File: config.mk
export PLATFORM = sky130hd
export DESIGN_NAME = pipeline_step_ctrl
export DESIGN_NICKNAME = d
export VERILOG_FILES = /design/src/rtl/pipeline_ctrl_pkg.sv /design/src/rtl/pipeline_step_ctrl_sat_counter.sv /design/src/rtl/pipeline_step_ctrl.sv
export SDC_FILE = /design/constraint.sdc
export NUM_CORES = 1
export LEC_CHECK = 0
export CAP_MARGIN = 20
export CORE_MARGIN = 5
export CORE_UTILIZATION = 30
export DETAILED_ROUTE_END_ITERATION = 10
export PLACE_DENSITY = 0.66
export SYNTH_ARGS = -nofsm -noshare
export SYNTH_HDL_FRONTEND = slang
export SYNTH_SLANG_ARGS = --single-unit
export TNS_END_PERCENT = 20
File: constraint.sdc
create_clock -name clk -period 1.9 [get_ports clk]
set_clock_uncertainty 0.15 [all_clocks]
set_input_delay 0.38 -clock clk [delete_from_list [all_inputs] [get_ports clk]]
set_output_delay 0.38 -clock clk [all_outputs]
set_load 0.03 [all_outputs]
File: src/rtl/pipeline_ctrl_pkg.sv
// ----------------------------------------------------------------------------
// pipeline_ctrl_pkg
// Shared definitions for the MIPS pipeline execution sequencer:
//   - state encoding of the sequencer FSM (IDLE, RUN, STEP, DRAIN, HALTED)
//   - debug-unit command codes (CMD_NOP, CMD_RUN, CMD_STEP, CMD_STOP)
//   - default number of drain cycles issued after a HALT is decoded
//   - width of the drain counter (enough for drain lengths up to 15)
// ----------------------------------------------------------------------------
package pipeline_ctrl_pkg;

    typedef logic [2:0] state_t;

    localparam state_t IDLE   = 3'd0;
    localparam state_t RUN    = 3'd1;
    localparam state_t STEP   = 3'd2;
    localparam state_t DRAIN  = 3'd3;
    localparam state_t HALTED = 3'd4;

    localparam logic [1:0] CMD_NOP  = 2'b00;
    localparam logic [1:0] CMD_RUN  = 2'b01;
    localparam logic [1:0] CMD_STEP = 2'b10;
    localparam logic [1:0] CMD_STOP = 2'b11;

    localparam int DEFAULT_DRAIN_CYCLES = 4;
    localparam int DRAIN_CNT_W          = 4;

endpackage

File: src/rtl/pipeline_step_ctrl_sat_counter.sv
// ----------------------------------------------------------------------------
// sat_counter
// Free-running up counter with enable that sticks at all-ones instead of
// wrapping. Used to count the cycles in which the pipeline actually advanced.
//
// Ports:
//   clk      in   clock, rising edge
//   i_reset  in   synchronous active-high clear
//   i_en     in   count enable, one increment per enabled edge
//   o_count  out  [NB_DATA-1:0] current count
// ----------------------------------------------------------------------------
module sat_counter #(
    parameter int NB_DATA = 32
) (
    input  logic               clk,
    input  logic               i_reset,
    input  logic               i_en,
    output logic [NB_DATA-1:0] o_count
);

    logic [NB_DATA-1:0] count_q;

    // Counter register: cleared by reset, otherwise advances when enabled and
    // holds once every bit is set so a long run never rolls back to zero.
    always_ff @(posedge clk) begin
        if (i_reset) begin
            count_q <= '0;
        end else if (i_en && (count_q != {NB_DATA{1'b1}})) begin
            count_q <= count_q + NB_DATA'(1);
        end
    end

    assign o_count = count_q;

endmodule

File: src/rtl/pipeline_step_ctrl.sv
// ----------------------------------------------------------------------------
// pipeline_step_ctrl
// Execution sequencer for the five-stage MIPS pipeline. Produces the common
// step enable that advances all pipeline registers, takes RUN / STEP / STOP
// commands from the debug unit over a valid/ready handshake, drains the
// pipeline automatically once a HALT is decoded in ID and then freezes.
//
// Optional feature: define PIPELINE_STEP_CTRL_CYCLE_CNT_EN to build the
// saturating executed-cycle counter; without it o_cycle_count is tied to 0.
//
// Ports:
//   clk            in   clock, rising edge
//   i_reset        in   synchronous active-high reset
//   i_cmd_valid    in   command present
//   i_cmd          in   [1:0] 00 NOP, 01 RUN, 10 STEP, 11 STOP
//   o_cmd_ready    out  command can be accepted this cycle
//   i_halt         in   HALT decoded in ID (only looked at while stepping)
//   o_step         out  registered pipeline advance enable
//   o_running      out  sequencer is in RUN
//   o_halted       out  sequencer is in HALTED
//   o_done         out  one-cycle pulse when a STEP finishes or HALTED is entered
//   o_cycle_count  out  [NB_DATA-1:0] number of cycles with o_step high
// ----------------------------------------------------------------------------
module pipeline_step_ctrl
    import pipeline_ctrl_pkg::*;
#(
    parameter int NB_DATA      = 32,
    parameter int DRAIN_CYCLES = DEFAULT_DRAIN_CYCLES
) (
    input  logic               clk,
    input  logic               i_reset,
    input  logic               i_cmd_valid,
    input  logic [1:0]         i_cmd,
    output logic               o_cmd_ready,
    input  logic               i_halt,
    output logic               o_step,
    output logic               o_running,
    output logic               o_halted,
    output logic               o_done,
    output logic [NB_DATA-1:0] o_cycle_count
);

    state_t                 state_q, state_d;
    logic [DRAIN_CNT_W-1:0] drainCnt_q, drainCnt_d;
    logic                   step_q, step_d;
    logic                   running_q, running_d;
    logic                   halted_q, halted_d;
    logic                   done_q, done_d;
    logic                   cmdReady;
    logic                   cmdAccept;
    logic                   haltSeen;

    // The debug unit may talk to us whenever we are not in the middle of a
    // single step or a drain; a command counts only when both sides agree.
    // A HALT decode is only trusted while the pipeline is actually advancing,
    // otherwise ID holds a stale instruction.
    assign cmdReady  = (state_q == IDLE) || (state_q == RUN) || (state_q == HALTED);
    assign cmdAccept = i_cmd_valid && cmdReady;
    assign haltSeen  = i_halt && step_q;

    // State register: holds the FSM state, the drain countdown and the
    // registered versions of every status output so none of them glitch.
    always_ff @(posedge clk) begin
        if (i_reset) begin
            state_q    <= IDLE;
            drainCnt_q <= '0;
            step_q     <= 1'b0;
            running_q  <= 1'b0;
            halted_q   <= 1'b0;
            done_q     <= 1'b0;
        end else begin
            state_q    <= state_d;
            drainCnt_q <= drainCnt_d;
            step_q     <= step_d;
            running_q  <= running_d;
            halted_q   <= halted_d;
            done_q     <= done_d;
        end
    end

    // Next-state logic. A detected HALT beats any command arriving in the
    // same cycle, so STOP together with HALT still drains the pipeline. The
    // drain ends on the edge where the countdown sits at 1, which yields
    // exactly DRAIN_CYCLES stepping cycles after the HALT edge.
    always_comb begin
        state_d    = state_q;
        drainCnt_d = drainCnt_q;
        case (state_q)
            IDLE: begin
                if (cmdAccept) begin
                    if (i_cmd == CMD_RUN) begin
                        state_d = RUN;
                    end else if (i_cmd == CMD_STEP) begin
                        state_d = STEP;
                    end
                end
            end
            RUN: begin
                if (haltSeen) begin
                    state_d    = DRAIN;
                    drainCnt_d = DRAIN_CNT_W'(DRAIN_CYCLES);
                end else if (cmdAccept && (i_cmd == CMD_STOP)) begin
                    state_d = IDLE;
                end
            end
            STEP: begin
                if (haltSeen) begin
                    state_d    = DRAIN;
                    drainCnt_d = DRAIN_CNT_W'(DRAIN_CYCLES);
                end else begin
                    state_d = IDLE;
                end
            end
            DRAIN: begin
                drainCnt_d = drainCnt_q - DRAIN_CNT_W'(1);
                if (drainCnt_q == DRAIN_CNT_W'(1)) begin
                    state_d = HALTED;
                end
            end
            HALTED: begin
                state_d = HALTED;
            end
            default: begin
                state_d = IDLE;
            end
        endcase
    end

    // Output logic: derive the next registered outputs from the state we are
    // about to enter, and flag done on the two completion transitions.
    always_comb begin
        step_d    = (state_d == RUN) || (state_d == STEP) || (state_d == DRAIN);
        running_d = (state_d == RUN);
        halted_d  = (state_d == HALTED);
        done_d    = ((state_q == STEP)  && (state_d == IDLE)) ||
                    ((state_q == DRAIN) && (state_d == HALTED));
    end

    assign o_cmd_ready = cmdReady;
    assign o_step      = step_q;
    assign o_running   = running_q;
    assign o_halted    = halted_q;
    assign o_done      = done_q;

`ifdef PIPELINE_STEP_CTRL_CYCLE_CNT_EN
    // Executed-cycle counter: one tick per cycle the pipeline advanced.
    sat_counter #(
        .NB_DATA (NB_DATA)
    ) u_cycle_cnt (
        .clk     (clk),
        .i_reset (i_reset),
        .i_en    (step_q),
        .o_count (o_cycle_count)
    );
`else
    assign o_cycle_count = '0;
`endif

endmodule

==> results of run 1 <==
[cells in the mapped netlist, drive strengths merged, types with 2 or more instances]
cell type  count  area, um2
buf           33      244.0
dfxtp         11      220.2
nor2          11      41.29
a21oi          7      38.79
inv            3      11.26
a31oi          2      12.51
ha             2      25.02
nand2          2      7.510
nor3b          2      15.01
xor2           2      17.52
[how the worst max path moves through the flow]
stage,cells after the start,end,startpoint,slack (ns)
2_1_floorplan,4,drainCnt_q[3],state_q[0],0.38
3_3_place_gp,4,o_running,i_halt,0.16
3_5_place_dp,4,o_running,i_halt,0.14
4_1_cts,1,o_step,o_step,0.06
5_1_grt,1,o_step,o_step,0.01
6_report,1,o_step,o_step,0.08
[area by class of cell]
| class | count | area, um2 |
|---|---|---|
| Clock buffer | 3 | 22.52 |
| Clock inverter | 1 | 5.005 |
| Fill cell | 267 | 1622 |
| Inverter | 3 | 11.26 |
| Multi-Input combinational cell | 73 | 385.4 |
| Sequential cell | 11 | 220.2 |
| Tap cell | 30 | 37.54 |
| Timing Repair Buffer | 14 | 128.9 |
[worst register-to-register path: cells and delay by family (launching register included)]
family,cells,cell delay (ns)
AND/OR/NAND/NOR,3,0.84
AO/OA/AOI/OAI,1,0.12
flip-flops,1,0.32
buffers and inverters,1,0.15
[power by group]
| group | switching (mW) | leakage (nW) | total [mW] | internal (mW) |
|---|---|---|---|---|
| Clock | 0.0861 | 0.0177 | 0.164 | 0.0781 |
| Sequential | 0.00504 | 0.0894 | 0.244 | 0.239 |
| Combinational | 0.122 | 0.288 | 0.157 | 0.0352 |
| Total | 0.213 | 0.395 | 0.566 | 0.353 |
[flip-flops by register name, indices dropped and copies added (netlist names)]
| signal | count |
|---|---|
| drainCnt_q | 4 |
| o_done | 1 |
| o_halted | 1 |
| o_running | 1 |
| o_step | 1 |
| state_q | 3 |
[cells by family after synthesis]
logic type	synth area share (%)
AOI/OAI and AO/OA	10.92
xor gates and xnor gates	2.353
adders and majority gates	3.361
buffers and inverters	34.29
DFF	29.58
other	0.5037
and+or+nand+nor	18.99
[metal layers]
layer  vias to the layer above  wire [um]
met5                         -          0
met2                        26        580
met1                       237        499
met4                         0          9
met3                         2        155
li1                        263          -
[through the flow]
stage	hold WS (ns)	util (%)	total power [mW]	std cells
6_report	0.3399	33.33	0.5659	135
5_1_grt	0.3841	33.33	0.5980	135
4_1_cts	0.3419	33.33	0.5748	135
3_5_place_dp	0.3329	32.25	0.4066	131
3_3_place_gp	0.3247	32.25	0.4049	131
2_1_floorplan	0.3115	-	0.4231	120
==> impl_metrics.tcl, run 1 <==
set metrics [dict create \
    status "finished, final reports clean" \
    synth_edf_count 0 \
    cts_setup_buffers 0 \
    min_to "drainCnt_q[3]" \
    drtIter0Drc 6 \
    die_h_um 59.82 \
    routed_wl_mm 1.245 \
    power_density_nw_per_um2 698.0 \
    met3_usage_pct 4.752 \
    p_leak_nw 0.3952 \
    grt_max_degree 8 \
    arrival_ns 1.29 \
    syn_avg_cell_area_um2 8.365 \
    cp_top_family "buffers and inverters" \
    cap_violations 0 \
    cts_sinks 11 \
    yosys.cell_types.count 26 \
    rsz0062_at_grt "false" \
    crit_slowest_cell "clkdlybuf4s50_1" \
    criticalPathCategory "flop to output port" \
    grt_pass1_wl_mm 1.725 \
    track_usage_pct 6.811 \
    cts_tree "built" \
    hold_start "drainCnt_q[3]" \
    setup_viol 0 \
    ff2ff_path_depth 5 \
    cts_buffers 3 \
    io_buffers 10 \
    yosysWarnings 0 \
    rows 18 \
    hold_viol 0 \
    min_period_ns 1.823 \
    cts_resized 1 \
    irDropWorstVdd_mv 0.4801 \
    r2r-end "drainCnt_q[3]" \
    grt-ovfl-total 0 \
    dpl_worst_slack_ns 0.1367 \
    slowest_delay_ns 0.68 \
    routed-via-count 528 \
    final_nets 114 \
    worstHoldPathType "flop to flop" \
    busiest_layer "met2" \
    most-common-layout-cells "conb_1 (32), nor2_1 (11), dfxtp_1 (11)" \
    wl_per_cell_um 9.222 \
    crit_chain "clkdlybuf4s50_1" \
    via_per_inst 3.911 \
    final_layout_size_suffix_gt1_share_pct 10.48 \
    netlist_area_um2 744.5 \
    r2r_start "state_q[2]" \
    hold_buffers 0 \
    async_flop_share_pct 0 \
    ant_nets 0 \
    fin_area_um2 810.8 \
    dieWidth_um 59.82 \
    grt_pass1_vias 417 \
    synth_ff_type "dfxtp_1" \
    antennaDiodeCount 0 \
    setup_ws_ns 0.07746 \
    slew_violations 0 \
    worst_ep_required_time_ns 1.37 \
    clk_latency_ns 0.27 \
    drc 0 \
    cts-root-buf "clkbuf_4" \
    critPathBufInv 1 \
    final_common_cell "conb_1" \
    cp-start-kind "flop" \
    netlist_instances 89 \
    ios 43 \
    cp_max_fo 2 \
    grt_antenna_before_repair 0 \
    start_util_pct 30.61 \
    core_area_um2 2432 \
    end_kind "output port" \
    path_clk_slew_ns 0.07 \
    gp_congestion 0.7980 \
    dp_hpwl_mm 1.052 \
    min_path_cells 2 \
    setup_tns_ns 0 \
    gr-usage-met2_pct 10.34 \
    drt_first_pass_iters 2 \
    die-area_um2 3578 \
    ys_ff_latch 11 \
    cts.path.max_buffers 2 \
    rrSetupSlack_ns 0.27 \
    area_growth_syn_to_layout_pct 8.908 \
    h-tree-depth 1 \
    ys_seq_area_share_pct 29.58 \
    max_freq_mhz 548.7 \
    use_met1_pct 7.652 \
    period_share_pct 95.92 \
    place_area_um2 784.5 \
]
Note: power is estimated with default switching activity, not from simulation.
==> inputs of run 2 (changes only) <==
--- a/config.mk
+++ b/config.mk
@@ -6,7 +6,7 @@
 export NUM_CORES = 1
 export LEC_CHECK = 0
 export CAP_MARGIN = 20
-export CORE_MARGIN = 5
+export CORE_MARGIN = 2
 export CORE_UTILIZATION = 30
 export DETAILED_ROUTE_END_ITERATION = 10
 export PLACE_DENSITY = 0.66
==> run 2 against run 1 <==
- sequential power is essentially flat
- combinational power is essentially flat
- largest cell class unchanged
- setup slack lost 0.0035 ns
- flip-flop and latch count is the same
- cell count is the same
- core utilization grew 0.31 points
==> impl_metrics.tcl, run 2 (synthesis results as in run 1) <==
set metrics [dict create \
    status "finished, final reports clean" \
    cp_max_fo 2 \
    rrSetupSlack_ns 0.26 \
    slew_violations 0 \
    cts_sinks 11 \
    cp-start-kind "flop" \
    largest_register "drainCnt_q" \
    critPathBufInv 1 \
    core_area_um2 2410 \
    period_share_pct 96.11 \
    die_h_um 53.82 \
    io_buffers 10 \
    min_to "drainCnt_q[3]" \
    irDropWorstVdd_mv 0.3434 \
    drt_first_pass_iters 4 \
    ff2ff_path_depth 5 \
    dp_hpwl_um 924.6 \
    slowest_delay_ns 0.67 \
    crit_chain "clkdlybuf4s50_1" \
    drc 0 \
    most-common-layout-cells "conb_1 (32), nor2_1 (11), dfxtp_1 (11)" \
    crit_slowest_cell "clkdlybuf4s50_1" \
    antennaDiodeCount 0 \
    worstHoldPathType "flop to flop" \
    grt_antenna_before_repair 0 \
    min_path_cells 2 \
    wl_per_cell_um 8.674 \
    arrival_ns 1.30 \
    cap_violations 0 \
    drtIter0Drc 10 \
    path_clk_slew_ns 0.07 \
    max_freq_mhz 547.6 \
    reg_top3 "drainCnt_q x4, state_q x3" \
    routed_wl_mm 1.171 \
    cts_buffers 3 \
    final_layout_size_suffix_gt1_share_pct 10.48 \
    hold_buffers 0 \
    power_density_nw_per_um2 695.8 \
    track_usage_pct 9.017 \
    grt_pass1_vias 434 \
    ios 43 \
    grt_pass1_wl_mm 1.738 \
    start_util_pct 30.89 \
    hold_start "drainCnt_q[3]" \
    routed-via-count 548 \
    die-area_um2 2896 \
    p_leak_nw 0.3952 \
    ant_nets 0 \
    cts-root-buf "clkbuf_4" \
    r2r_start "state_q[2]" \
    end_kind "output port" \
    gp_congestion 0.7680 \
    fill_cells 253 \
    cts_tree "built" \
    setup_tns_ns 0 \
    cp_top_family "buffers and inverters" \
    p_total_uw 564.1 \
    h-tree-depth 1 \
    area_growth_syn_to_layout_pct 8.908 \
    via_per_inst 4.059 \
    largest_register_ffs 4 \
    clk_latency_ns 0.27 \
    setup_viol 0 \
    final_common_cell "conb_1" \
    dieWidth_um 53.82 \
    final_nets 114 \
    grt-ovfl-total 0 \
    criticalPathCategory "flop to output port" \
    cts.path.max_buffers 2 \
    rows 18 \
    worst_ep_required_time_ns 1.37 \
    grt_max_degree 8 \
    r2r-end "drainCnt_q[3]" \
    rsz0062_at_grt "false" \
    hold_viol 0 \
    min_period_ns 1.826 \
]
## run 2: cell counts in the layout (fill, tap and decap cells not counted)
No cell type changed its count.
## run 2: worst max path at each step
| stage | endpoint | startpoint | cells after the start | slack [ns] |
|---|---|---|---|---|
| final | o_step | o_step | 1 | 0.07 |
| after global routing | o_done | drainCnt_q[0] | 4 | 0.004 |
| after CTS | o_step | o_step | 1 | 0.06 |
| after detailed placement | o_running | i_halt | 4 | 0.15 |
| after global placement | o_running | i_halt | 4 | 0.16 |
| after floorplan | drainCnt_q[3] | state_q[0] | 4 | 0.38 |
## run 2: through the flow
stage | utilization [%] | instances | instance area (um2) | hold WS, ns | setup WS [ns]
6_report | 33.64 | 135 | 810.8 | 0.3455 | 0.07399
4_1_cts | 33.64 | 135 | 810.8 | 0.3484 | 0.06431
3_5_place_dp | 32.55 | 131 | 784.5 | 0.3387 | 0.1503
5_1_grt | 33.64 | 135 | 810.8 | 0.3709 | 0.003878
3_3_place_gp | 32.55 | 131 | 784.5 | 0.3255 | 0.1564
2_1_floorplan | - | 120 | 860.8 | 0.3115 | 0.3763
## run 2: repair_timing
item,in CTS,in global routing
setup buffers,0,0
gates resized for setup,1,0
endpoints found under the setup margin,1,0
## run 2: layer usage
metal	up-vias	GRT usage, %	share of wire [%]
met3	4	5.833	11
met2	34	12.20	48
met4	0	6.838	1.8
met5	-	0	0
met1	246	9.899	39
li1	264	-	-
## run 2: report_power, final
group | total (mW) | switching [mW] | internal (mW) | leakage, nW
Sequential | 0.244 | 0.00474 | 0.239 | 0.0894
Clock | 0.162 | 0.0844 | 0.0781 | 0.0177
Combinational | 0.158 | 0.122 | 0.0351 | 0.288
Total | 0.564 | 0.212 | 0.353 | 0.395
## run 2: area by class of cell
class	count	area, um2	area share, %
Clock buffer	3	22.52	2.778
Clock inverter	1	5.005	0.6173
Inverter	3	11.26	1.389
Multi-Input combinational cell	73	385.4	47.53
Sequential cell	11	220.2	27.16
Tap cell	30	37.54	4.630
Timing Repair Buffer	14	128.9	15.90
